File: config.mk
export PLATFORM = sky130hd
export DESIGN_NAME = draw_background_scroll_flat
export DESIGN_NICKNAME = d
export VERILOG_FILES = /design/src/rtl/draw_background_scroll_if.sv /design/src/rtl/draw_background_scroll.sv /design/src/flat_wrapper.sv
export SDC_FILE = /design/constraint.sdc
export NUM_CORES = 1
export LEC_CHECK = 0
export CAP_MARGIN = 20
export CORE_MARGIN = 3
export CORE_UTILIZATION = 30
export DETAILED_ROUTE_END_ITERATION = 10
export GPL_ROUTABILITY_DRIVEN = 0
export MAX_ROUTING_LAYER = met4
export PLACE_DENSITY_LB_ADDON = 0.08
export SLEW_MARGIN = 20
export SYNTH_ARGS = -nofsm -noshare
export SYNTH_HDL_FRONTEND = slang
export SYNTH_SLANG_ARGS = --single-unit
File: constraint.sdc
create_clock -name pclk -period 6.7 [get_ports pclk]
set_clock_uncertainty 0.2 [all_clocks]
set_input_delay 0.67 -clock pclk [delete_from_list [all_inputs] [get_ports pclk]]
set_output_delay 0.67 -clock pclk [all_outputs]
set_load 0.05 [all_outputs]
File: src/rtl/draw_background_scroll_if.sv
// draw_background_scroll_if
//   VGA timing bus shared by the draw chain stages.
//   master: the stage that drives the bus; slave: the stage that consumes it.
//   Fields: hsync, vsync, hblnk, vblnk, hcount[10:0], vcount[10:0], rgb[11:0]
//   (VGA_BUS_SIZE = 38 bits when flattened).
interface draw_background_scroll_if;
    localparam int VGA_BUS_SIZE = 38;

    logic        hsync;
    logic        vsync;
    logic        hblnk;
    logic        vblnk;
    logic [10:0] hcount;
    logic [10:0] vcount;
    logic [11:0] rgb;

    modport master (output hsync, vsync, hblnk, vblnk, hcount, vcount, rgb);
    modport slave  (input  hsync, vsync, hblnk, vblnk, hcount, vcount, rgb);
endinterface

File: src/rtl/draw_background_scroll.sv
// draw_background_scroll
//   Head of the draw chain: fills the active area with a bitmap read from an
//   external synchronous memory, scrolled vertically with wrap-around.
//   Every bus field is delayed by L = MEM_LATENCY + 2 cycles so it lines up
//   with the background colour.
// Ports:
//   pclk, rst      pixel clock, synchronous active-high reset
//   vga_in         timing bus from the timing generator (slave)
//   vga_out        delayed bus carrying the background rgb (master)
//   pix_data       memory read data, valid MEM_LATENCY cycles after address
//   address        registered memory address
//   scroll_en      allow scroll update at the frame boundary
//   scroll_speed   source rows advanced per frame
//   scroll_pos     current scroll offset, 0..IMG_H-1
//   frame_tick     one-cycle pulse on the vblnk rising edge
// Optional build macro:
//   BG_DIAG_LINE_EN  paints 12'hFFF where hcount == vcount (unblanked),
//                    overriding the bitmap; used for geometry alignment.
module draw_background_scroll #(
    parameter int IMG_W       = 400,
    parameter int IMG_H       = 300,
    parameter int SCALE_SHIFT = 1,
    parameter int PIX_BITS    = 4,
    parameter int ADDR_W      = 22,
    parameter int MEM_LATENCY = 1
) (
    input  logic                         pclk,
    input  logic                         rst,
    draw_background_scroll_if.slave      vga_in,
    input  logic [PIX_BITS-1:0]          pix_data,
    input  logic                         scroll_en,
    input  logic [3:0]                   scroll_speed,
    draw_background_scroll_if.master     vga_out,
    output logic [ADDR_W-1:0]            address,
    output logic [$clog2(IMG_H)-1:0]     scroll_pos,
    output logic                         frame_tick
);
    localparam int SPW = $clog2(IMG_H);

    typedef struct packed {
        logic        hsync;
        logic        vsync;
        logic        hblnk;
        logic        vblnk;
        logic [10:0] hcount;
        logic [10:0] vcount;
        logic        in_img;
    } stage_t;

    // pipe[0] is the address stage; pipe[MEM_LATENCY] lines up with pix_data.
    stage_t pipe [MEM_LATENCY+1];
    stage_t out_q;
    logic [11:0] rgb_q;

    // ---------------- address stage ----------------
    logic [31:0]       sx, vy, sy;
    logic              in_img;
    logic [ADDR_W-1:0] addr_next;

    always_comb begin
        sx = 32'(vga_in.hcount >> SCALE_SHIFT);
        vy = 32'(vga_in.vcount >> SCALE_SHIFT);
        sy = vy + 32'(scroll_pos);
        // Both operands are below IMG_H when in range, so one wrap suffices.
        if (sy >= 32'(IMG_H))
            sy = sy - 32'(IMG_H);
        in_img    = (sx < 32'(IMG_W)) && (vy < 32'(IMG_H));
        addr_next = in_img ? ADDR_W'(sy * 32'(IMG_W) + sx) : '0;
    end

    // ---------------- scroll register ----------------
    logic vblnk_q;
    logic armed;   // blocks a spurious edge on the first cycle after reset
    logic vblnk_rise;

    assign vblnk_rise = armed & vga_in.vblnk & ~vblnk_q;

    always_ff @(posedge pclk) begin
        if (rst) begin
            vblnk_q    <= 1'b0;
            armed      <= 1'b0;
            frame_tick <= 1'b0;
            scroll_pos <= '0;
        end else begin
            vblnk_q    <= vga_in.vblnk;
            armed      <= 1'b1;
            frame_tick <= vblnk_rise;
            if (vblnk_rise && scroll_en) begin
                if (32'(scroll_pos) < 32'(scroll_speed))
                    scroll_pos <= SPW'(32'(scroll_pos) + 32'(IMG_H) - 32'(scroll_speed));
                else
                    scroll_pos <= SPW'(32'(scroll_pos) - 32'(scroll_speed));
            end
        end
    end

    // ---------------- pixel expansion ----------------
    logic [11:0] bg_rgb;

    generate
        if (PIX_BITS == 4) begin : g_grey
            assign bg_rgb = {pix_data, pix_data, pix_data};
        end else begin : g_rgb
            assign bg_rgb = 12'(pix_data);
        end
    endgenerate

    logic [11:0] rgb_next;
    stage_t      last;

    assign last = pipe[MEM_LATENCY];

    always_comb begin
        rgb_next = last.in_img ? bg_rgb : 12'h000;
`ifdef BG_DIAG_LINE_EN
        if (last.hcount == last.vcount)
            rgb_next = 12'hFFF;
`endif
        if (last.hblnk || last.vblnk)
            rgb_next = 12'h000;
    end

    // ---------------- delay pipeline ----------------
    always_ff @(posedge pclk) begin
        if (rst) begin
            address <= '0;
            for (int i = 0; i <= MEM_LATENCY; i++)
                pipe[i] <= '0;
            out_q <= '0;
            rgb_q <= '0;
        end else begin
            address <= addr_next;
            pipe[0] <= '{hsync:  vga_in.hsync,
                         vsync:  vga_in.vsync,
                         hblnk:  vga_in.hblnk,
                         vblnk:  vga_in.vblnk,
                         hcount: vga_in.hcount,
                         vcount: vga_in.vcount,
                         in_img: in_img};
            for (int i = 1; i <= MEM_LATENCY; i++)
                pipe[i] <= pipe[i-1];
            out_q <= last;
            rgb_q <= rgb_next;
        end
    end

    assign vga_out.hsync  = out_q.hsync;
    assign vga_out.vsync  = out_q.vsync;
    assign vga_out.hblnk  = out_q.hblnk;
    assign vga_out.vblnk  = out_q.vblnk;
    assign vga_out.hcount = out_q.hcount;
    assign vga_out.vcount = out_q.vcount;
    assign vga_out.rgb    = rgb_q;

    // Incoming rgb is replaced by the background; in_img is not on the bus.
    wire unused_ok = &{1'b0, vga_in.rgb, out_q.in_img};

endmodule
File: src/flat_wrapper.sv
// flat-port wrapper written by rule: the top's interface ports become plain ports
module draw_background_scroll_flat 
#(
    parameter int IMG_W       = 400,
    parameter int IMG_H       = 300,
    parameter int SCALE_SHIFT = 1,
    parameter int PIX_BITS    = 4,
    parameter int ADDR_W      = 22,
    parameter int MEM_LATENCY = 1
)
  (pclk, rst, pix_data, scroll_en, scroll_speed, address, scroll_pos, frame_tick, vga_in_hsync, vga_in_vsync, vga_in_hblnk, vga_in_vblnk, vga_in_hcount, vga_in_vcount, vga_in_rgb, vga_out_hsync, vga_out_vsync, vga_out_hblnk, vga_out_vblnk, vga_out_hcount, vga_out_vcount, vga_out_rgb);
  draw_background_scroll_if vga_in_i ();
  draw_background_scroll_if vga_out_i ();
  input  logic pclk;
  input  logic rst;
  input  logic [PIX_BITS-1:0] pix_data;
  input  logic scroll_en;
  input  logic [3:0] scroll_speed;
  output logic [ADDR_W-1:0] address;
  output logic [$clog2(IMG_H)-1:0] scroll_pos;
  output logic frame_tick;
  input wire logic [$bits(vga_in_i.hsync)-1:0] vga_in_hsync;
  input wire logic [$bits(vga_in_i.vsync)-1:0] vga_in_vsync;
  input wire logic [$bits(vga_in_i.hblnk)-1:0] vga_in_hblnk;
  input wire logic [$bits(vga_in_i.vblnk)-1:0] vga_in_vblnk;
  input wire logic [$bits(vga_in_i.hcount)-1:0] vga_in_hcount;
  input wire logic [$bits(vga_in_i.vcount)-1:0] vga_in_vcount;
  input wire logic [$bits(vga_in_i.rgb)-1:0] vga_in_rgb;
  output wire logic [$bits(vga_out_i.hsync)-1:0] vga_out_hsync;
  output wire logic [$bits(vga_out_i.vsync)-1:0] vga_out_vsync;
  output wire logic [$bits(vga_out_i.hblnk)-1:0] vga_out_hblnk;
  output wire logic [$bits(vga_out_i.vblnk)-1:0] vga_out_vblnk;
  output wire logic [$bits(vga_out_i.hcount)-1:0] vga_out_hcount;
  output wire logic [$bits(vga_out_i.vcount)-1:0] vga_out_vcount;
  output wire logic [$bits(vga_out_i.rgb)-1:0] vga_out_rgb;
  assign vga_in_i.hsync = vga_in_hsync;
  assign vga_in_i.vsync = vga_in_vsync;
  assign vga_in_i.hblnk = vga_in_hblnk;
  assign vga_in_i.vblnk = vga_in_vblnk;
  assign vga_in_i.hcount = vga_in_hcount;
  assign vga_in_i.vcount = vga_in_vcount;
  assign vga_in_i.rgb = vga_in_rgb;
  assign vga_out_hsync = vga_out_i.hsync;
  assign vga_out_vsync = vga_out_i.vsync;
  assign vga_out_hblnk = vga_out_i.hblnk;
  assign vga_out_vblnk = vga_out_i.vblnk;
  assign vga_out_hcount = vga_out_i.hcount;
  assign vga_out_vcount = vga_out_i.vcount;
  assign vga_out_rgb = vga_out_i.rgb;
  draw_background_scroll #(.IMG_W(IMG_W), .IMG_H(IMG_H), .SCALE_SHIFT(SCALE_SHIFT), .PIX_BITS(PIX_BITS), .ADDR_W(ADDR_W), .MEM_LATENCY(MEM_LATENCY)) u_core (.pclk(pclk), .rst(rst), .vga_in(vga_in_i), .pix_data(pix_data), .scroll_en(scroll_en), .scroll_speed(scroll_speed), .vga_out(vga_out_i), .address(address), .scroll_pos(scroll_pos), .frame_tick(frame_tick));
endmodule
==> impl_metrics.toml, run 1 <==
[detailed_routing]
drtAntennaViolNets = 0
wl_per_cell_um = 13.03
via_per_inst = 4.582
wirelength_um = 15930
drt_iter0_drc = 190
vias = 5599
dr.pass1.iters = 4
drc = 0

[clock_tree]
cts_sinks = 117
tritoncts = "yes"
worstSkewPairLatency_ns = 0.41
path_clk_slew_ns = 0.06
h-tree-depth = 4
clk_path_buf_depth = 2
cts_hold_buf = 0
cts_buffers = 17
ctsRootBufferMaster = "clkbuf_16"

[sta]
post-route-worst-setup-slack_ns = 0.2296
worst_pin_slew_ns = 0.7578
period_minus_slack_ns = 6.470
hold_viol_final = 0
finalSetupViolations = 0
slew_headroom = 0.4948
slew_viol_final = 0
min_period_over_period = 0.9657
fmax_mhz = 154.6
fin_hold_ws_ns = 0.2321

[synth]
yosysSeqAreaShare = 0.3485
synth.avg_cell_area_um2 = 9.348
ys.warnings.count = 0
synth_edf_count = 0
ys.flop_type = "dfxtp_1"
yosysUniqueCellTypes = 76
ys_seq_elements = 117
async_flop_share = 0
syn_area_um2 = 6721
syn_inst = 719

[placed_design]
io_buffers = 106
dp.cells = 1181
dpl-instance-area_um2 = 8758
hpwl_um = 12660
post-place-ws_ns = -0.6450

[critical_path]
worstPathRequired_ns = 6.80
max_stage_delay_ns = 0.43
worst_setup_path_start_kind = "input pin"
cp_slowest_cell = "clkdlybuf4s50_1"
critical_path_buf_inv_count = 2
cpLargestDelayFamily = "compound AO/OA/AOI/OAI gates"
arrival_ns = 6.57
worstPathMaxFanout = 5
critPathCaptureType = "register"
critPathKind = "input pin to register"

[pwr]
power_density_nw_per_um2 = 497.7
ir_drop_mv = 0.2348
leakagePower_nw = 4.266

[final_layout]
layout_commonest_cell = "dfxtp_1"
postLayoutCellArea_um2 = 9683
drive_above_1_share = 0.2176
nets = 1067
fin_cells = 1222
seqCellArea_um2 = 2344
antennaDiodeCount = 0
layout_common_cells = "116 x dfxtp_1, 115 x buf_4, 104 x clkdlybuf4s50_1"
fillers = 2173
area_growth_pct = 44.06
multi_input_area_um2 = 4223

[floorplanning]
core-area_um2 = 21890
die_h_um = 155.7
placementRows = 54
dieArea_um2 = 24240
die_w_um = 155.7
pin_count = 119
start_util = 0.3070

[worst_hold_path]
min_path_type = "register to register"

[grt]
antenna_found_initial = 0
gr-total-overflow = 0
grt_pass1_vias = 5465
grt_max_degree = 78
grt_pass1_wl_um = 26030
grt_use_total = 0.1341

[status]
status = "finished, final reports clean"

[run]
drv_cap = 0
[repair_timing]
item                                    in CTS  in global routing
endpoints found under the setup margin       4                  5
resized for setup                           12                 35
endpoints found under the hold margin        0                  0
cloned                                       0                  0
buffers inserted                             2                  7
pin swaps                                    4                 21
[worst paths after layout]
path	to	from	depth (start not counted)	slack, ns
worst max-delay path	u_core.address[20]	vga_in_vcount[2]	25	0.23
worst min-delay path	u_core.pipe[0][35]	u_core.pipe[0][8]	1	0.23
worst max register to register	u_core.address[20]	u_core.scroll_pos[1]	24	0.58
worst min register to register	u_core.pipe[0][35]	u_core.pipe[0][8]	1	0.23
[power breakdown]
group	internal [mW]	leakage (nW)	switching, mW
Combinational	1.57	3.01	1.57
Clock	0.565	0.298	0.358
Sequential	0.735	0.959	0.0136
[worst register-to-register path, delay by kind of cell (launching register included)]
family	cells	cell delay (ns)
compound gates	8	1.79
fa+ha+maj	6	1.78
simple gates	5	1.00
xor+xnor	3	0.40
flops	1	0.34
mux	1	0.33
buf+inv	1	0.15
[registers in the layout, summed over array words and instances, names as in the netlist]
| name | cells |
|---|---|
| u_core.armed | 1 |
| u_core.vga_out.vblnk | 1 |
| u_core.vga_out.hcount | 11 |
| u_core.vga_out.vsync | 1 |
| u_core.pipe | 54 |
| u_core.vga_out.vcount | 11 |
| u_core.frame_tick | 1 |
| u_core.vga_out.rgb | 4 |
| u_core.address | 22 |
| u_core.scroll_pos | 9 |
| u_core.vga_out.hblnk | 1 |
| u_core.vga_out.hsync | 1 |
[final cells by class]
type,count,area share
Clock inverter,15,0.01887
Timing Repair Buffer,221,0.1985
Multi-Input combinational cell,509,0.4361
Inverter,63,0.02442
Sequential cell,117,0.2420
Tap cell,280,0.03618
Clock buffer,17,0.04393
[through the flow]
| step | utilization | total power [mW] | TNS [ns] |
|---|---|---|---|
| 2_1_floorplan | - | 2.645 | 0 |
| 3_3_place_gp | 0.4001 | 3.638 | -2.473 |
| 3_5_place_dp | 0.4001 | 3.675 | -3.100 |
| 4_1_cts | 0.4311 | 4.697 | 0 |
| 5_1_grt | 0.4423 | 5.210 | -0.1036 |
| 6_report | 0.4423 | 4.819 | 0 |
[synthesized netlist by cell type, types with 5 or more instances]
| cell type | count | share of area |
|---|---|---|
| clkbuf_1 | 15 | 0.0084 |
| o21ai_0 | 24 | 0.018 |
| a21o_1 | 15 | 0.017 |
| a21oi_1 | 31 | 0.023 |
| a211o_1 | 6 | 0.0078 |
| o211ai_1 | 5 | 0.0056 |
| nor2b_1 | 83 | 0.077 |
| nand2b_1 | 5 | 0.0047 |
| or4_1 | 5 | 0.0056 |
| inv_1 | 62 | 0.035 |
| and2_1 | 16 | 0.015 |
| ha_1 | 73 | 0.14 |
| fa_1 | 16 | 0.048 |
| dfxtp_1 | 117 | 0.35 |
| nor3_1 | 10 | 0.0074 |
| buf_4 | 8 | 0.0089 |
| nand3_1 | 10 | 0.0074 |
| buf_2 | 5 | 0.0037 |
| nand4_1 | 5 | 0.0047 |
| nand2_1 | 27 | 0.015 |
| xnor2_1 | 28 | 0.036 |
| nor2_1 | 40 | 0.022 |
| xor2_1 | 13 | 0.017 |
| or3_1 | 5 | 0.0047 |
| a211oi_1 | 9 | 0.010 |
[per-layer routing]
layer | vias up | global-route usage | routed length [um]
li1 | 2855 | - | -
met1 | 2625 | 0.1755 | 7808
met2 | 107 | 0.2107 | 7286
met3 | 12 | 0.02913 | 668
met4 | 0 | 0.03627 | 162
met5 | - | - | 0
[kinds of logic (layout without fill, tap and decap cells)]
group           count (synthesis)  after routing  synth area share
mux                             3              3          0.004654
flops                         117            117            0.3485
other cells                     2              5          0.001117
fa+ha+maj                      89             89            0.1835
xor+xnor                       42             42           0.05585
simple gates                  234            234            0.1992
buf+inv                        96            316           0.06347
compound gates                136            136            0.1437
Note: power is estimated with default switching activity, not from simulation.
==> run 2: changes to the inputs <==
- CTS_BUF_LIST: default -> sky130_fd_sc_hd__clkbuf_2 sky130_fd_sc_hd__clkbuf_4 sky130_fd_sc_hd__clkbuf_8
==> run 2 against run 1 <==
Effect of this change:
- combinational power is 2% lower
- fmax increased by 0.59%
- via count is 0.34% lower
- sequential share of layout area up 0.72 points
- final cell count stayed put
- worst hold slack improved by 0.00070 ns
- power decreased by 6.4%
- sequential power hardly changed
- critical endpoint unchanged
- clock power decreased by 27%
- register-to-register slack worse by 0.06 ns
- setup slack better by 0.038 ns
==> impl_metrics.toml, run 2 (same netlist as run 1, synthesis figures left out) <==
[sta]
finalSetupViolations = 0
fin_hold_ws_ns = 0.2328
slew_headroom = 0.4927
hold_viol_final = 0
min_period_over_period = 0.9600
fmax_mhz = 155.5
worst_pin_slew_ns = 0.7610
period_minus_slack_ns = 6.432
slew_viol_final = 0

[critical_path]
cp_slowest_cell = "clkdlybuf4s50_1"
critical_path_buf_inv_count = 3
critPathCaptureType = "register"
critPathKind = "input pin to register"
cpLargestDelayFamily = "compound AO/OA/AOI/OAI gates"
arrival_ns = 6.56
worstPathRequired_ns = 6.83
worstPathCellList = "clkdlybuf4s50_1 > ha_1 > buf_4 > a21o_4 > a211o_1 > a21o_1 > a31oi_2 > a21oi_2 > nor2_4 > mux2_4 > ha_1 > ha_1 > ha_1 > xor2_1 > ha_1 > a211o_4 > a2111oi_4 > nand4_1 > or3_4 > buf_4 > nor3_2 > xnor2_1 > and2_1"
cpMostUsedCell = "ha_1"
max_stage_delay_ns = 0.45
worst_setup_path_start_kind = "input pin"
worstPathMaxFanout = 5

[detailed_routing]
via_per_inst = 4.566
drc = 0
wl_per_cell_um = 12.96
wirelength_um = 15830
vias = 5580
drtAntennaViolNets = 0
dr.pass1.iters = 4
drt_iter0_drc = 173

[final_layout]
largest_reg_flops = 54
regMostFlops = "u_core.pipe"
antennaDiodeCount = 0
layout_common_cells = "116 x dfxtp_1, 115 x buf_4, 103 x clkdlybuf4s50_1"
area_growth_pct = 39.87
post-route-util = 0.4295
layout_commonest_cell = "dfxtp_1"
postLayoutCellArea_um2 = 9402
largestRegisters = "u_core.pipe x54, u_core.address x22"
nets = 1067
drive_above_1_share = 0.2113

[placed_design]
io_buffers = 106
dpl-instance-area_um2 = 8758
hpwl_um = 12660

[clock_tree]
clk_path_buf_depth = 2
tritoncts = "yes"
ctsRootBufferMaster = "clkbuf_8"
worstSkewPairLatency_ns = 0.44
h-tree-depth = 4
path_clk_slew_ns = 0.08
cts_sinks = 117
cts_buffers = 17
cts_hold_buf = 0

[floorplanning]
die_w_um = 155.7
die_h_um = 155.7
placementRows = 54
core-area_um2 = 21890
dieArea_um2 = 24240
start_util = 0.3070
pin_count = 119

[pwr]
leakagePower_nw = 4.175
ir_drop_mv = 0.2223
power_density_nw_per_um2 = 479.8
total_power_mw = 4.510

[run]
drv_cap = 0

[status]
status = "finished, final reports clean"

[grt]
antenna_found_initial = 0
grt_pass1_wl_um = 25950
gr-total-overflow = 0
grt_use_total = 0.1341
grt_pass1_vias = 5464
grt_max_degree = 78

[worst_hold_path]
min_path_type = "register to register"
-- run 2: changes by cell type in the layout (fill, tap and decap cells not counted), moves of 2 or more --
cell and change:
clkbuf_16 -17, ha_4 -3, o21ai_0 +2, clkbuf_8 +17, o21ai_1 -2, ha_1 +3
-- run 2: final timing paths --
kind	cells past startpoint	endpoint	from	slack [ns]
hold reg to reg	1	u_core.pipe[0][35]	u_core.pipe[0][8]	0.23
setup / recovery	23	u_core.address[20]	vga_in_vcount[3]	0.27
hold / removal	1	u_core.pipe[0][35]	u_core.pipe[0][8]	0.23
setup reg to reg	21	u_core.address[20]	u_core.scroll_pos[6]	0.52
-- run 2: area by class of cell --
| cell class | count | area [um^2] |
|---|---|---|
| tap | 280 | 350.3 |
| clock inverter | 15 | 182.7 |
| clock buffer | 17 | 234.0 |
| fill | 2215 | 12490 |
| timing repair buffer | 221 | 1924 |
| sequential | 117 | 2344 |
| inverter | 63 | 236.5 |
| multi-input combinational | 509 | 4130 |
-- run 2: worst reg2reg max path: cells and delay by family, from the launching register on --
kind / cells / cell delay, ns
flip-flops: 1 / 0.50
adder cells (fa/ha/maj): 5 / 1.60
AND/OR/NAND/NOR: 7 / 1.56
AO/OA/AOI/OAI: 5 / 1.46
XOR/XNOR: 2 / 0.26
multiplexers: 1 / 0.34
buffers and inverters: 1 / 0.15
-- run 2: report_power, final --
| group | leakage, nW | switching [mW] | internal [mW] | total, mW |
|---|---|---|---|---|
| sequential | 0.959 | 0.0138 | 0.734 | 0.748 |
| clock | 0.210 | 0.330 | 0.348 | 0.678 |
| combinational | 3.01 | 1.56 | 1.53 | 3.08 |
| total | 4.17 | 1.90 | 2.61 | 4.51 |
-- run 2: through the flow --
step           setup TNS, ns  setup WS, ns  instances
3_3_place_gp          -2.473       -0.5266       1181
3_5_place_dp          -3.100       -0.6450       1181
4_1_cts                    0       0.01011       1215
5_1_grt            -0.005476     -0.005476       1222
2_1_floorplan              0       0.02970        722
6_report                   0        0.2677       1222
-- run 2: repair_timing --
item	4_1_cts	5_1_grt
pin swaps	3	21
endpoints found under the setup margin	4	7
buffers inserted	2	7
hold endpoints to repair	0	0
gates resized for setup	11	24
-- run 2: layer usage --
layer  vias to the layer above  part of all wire  GRT usage
met3                        15             0.038    0.02829
met4                         0             0.012    0.04127
li1                       2851                 -          -
met2                        95              0.46     0.2107
met1                      2619              0.49     0.1740
met5                         -                 0          -
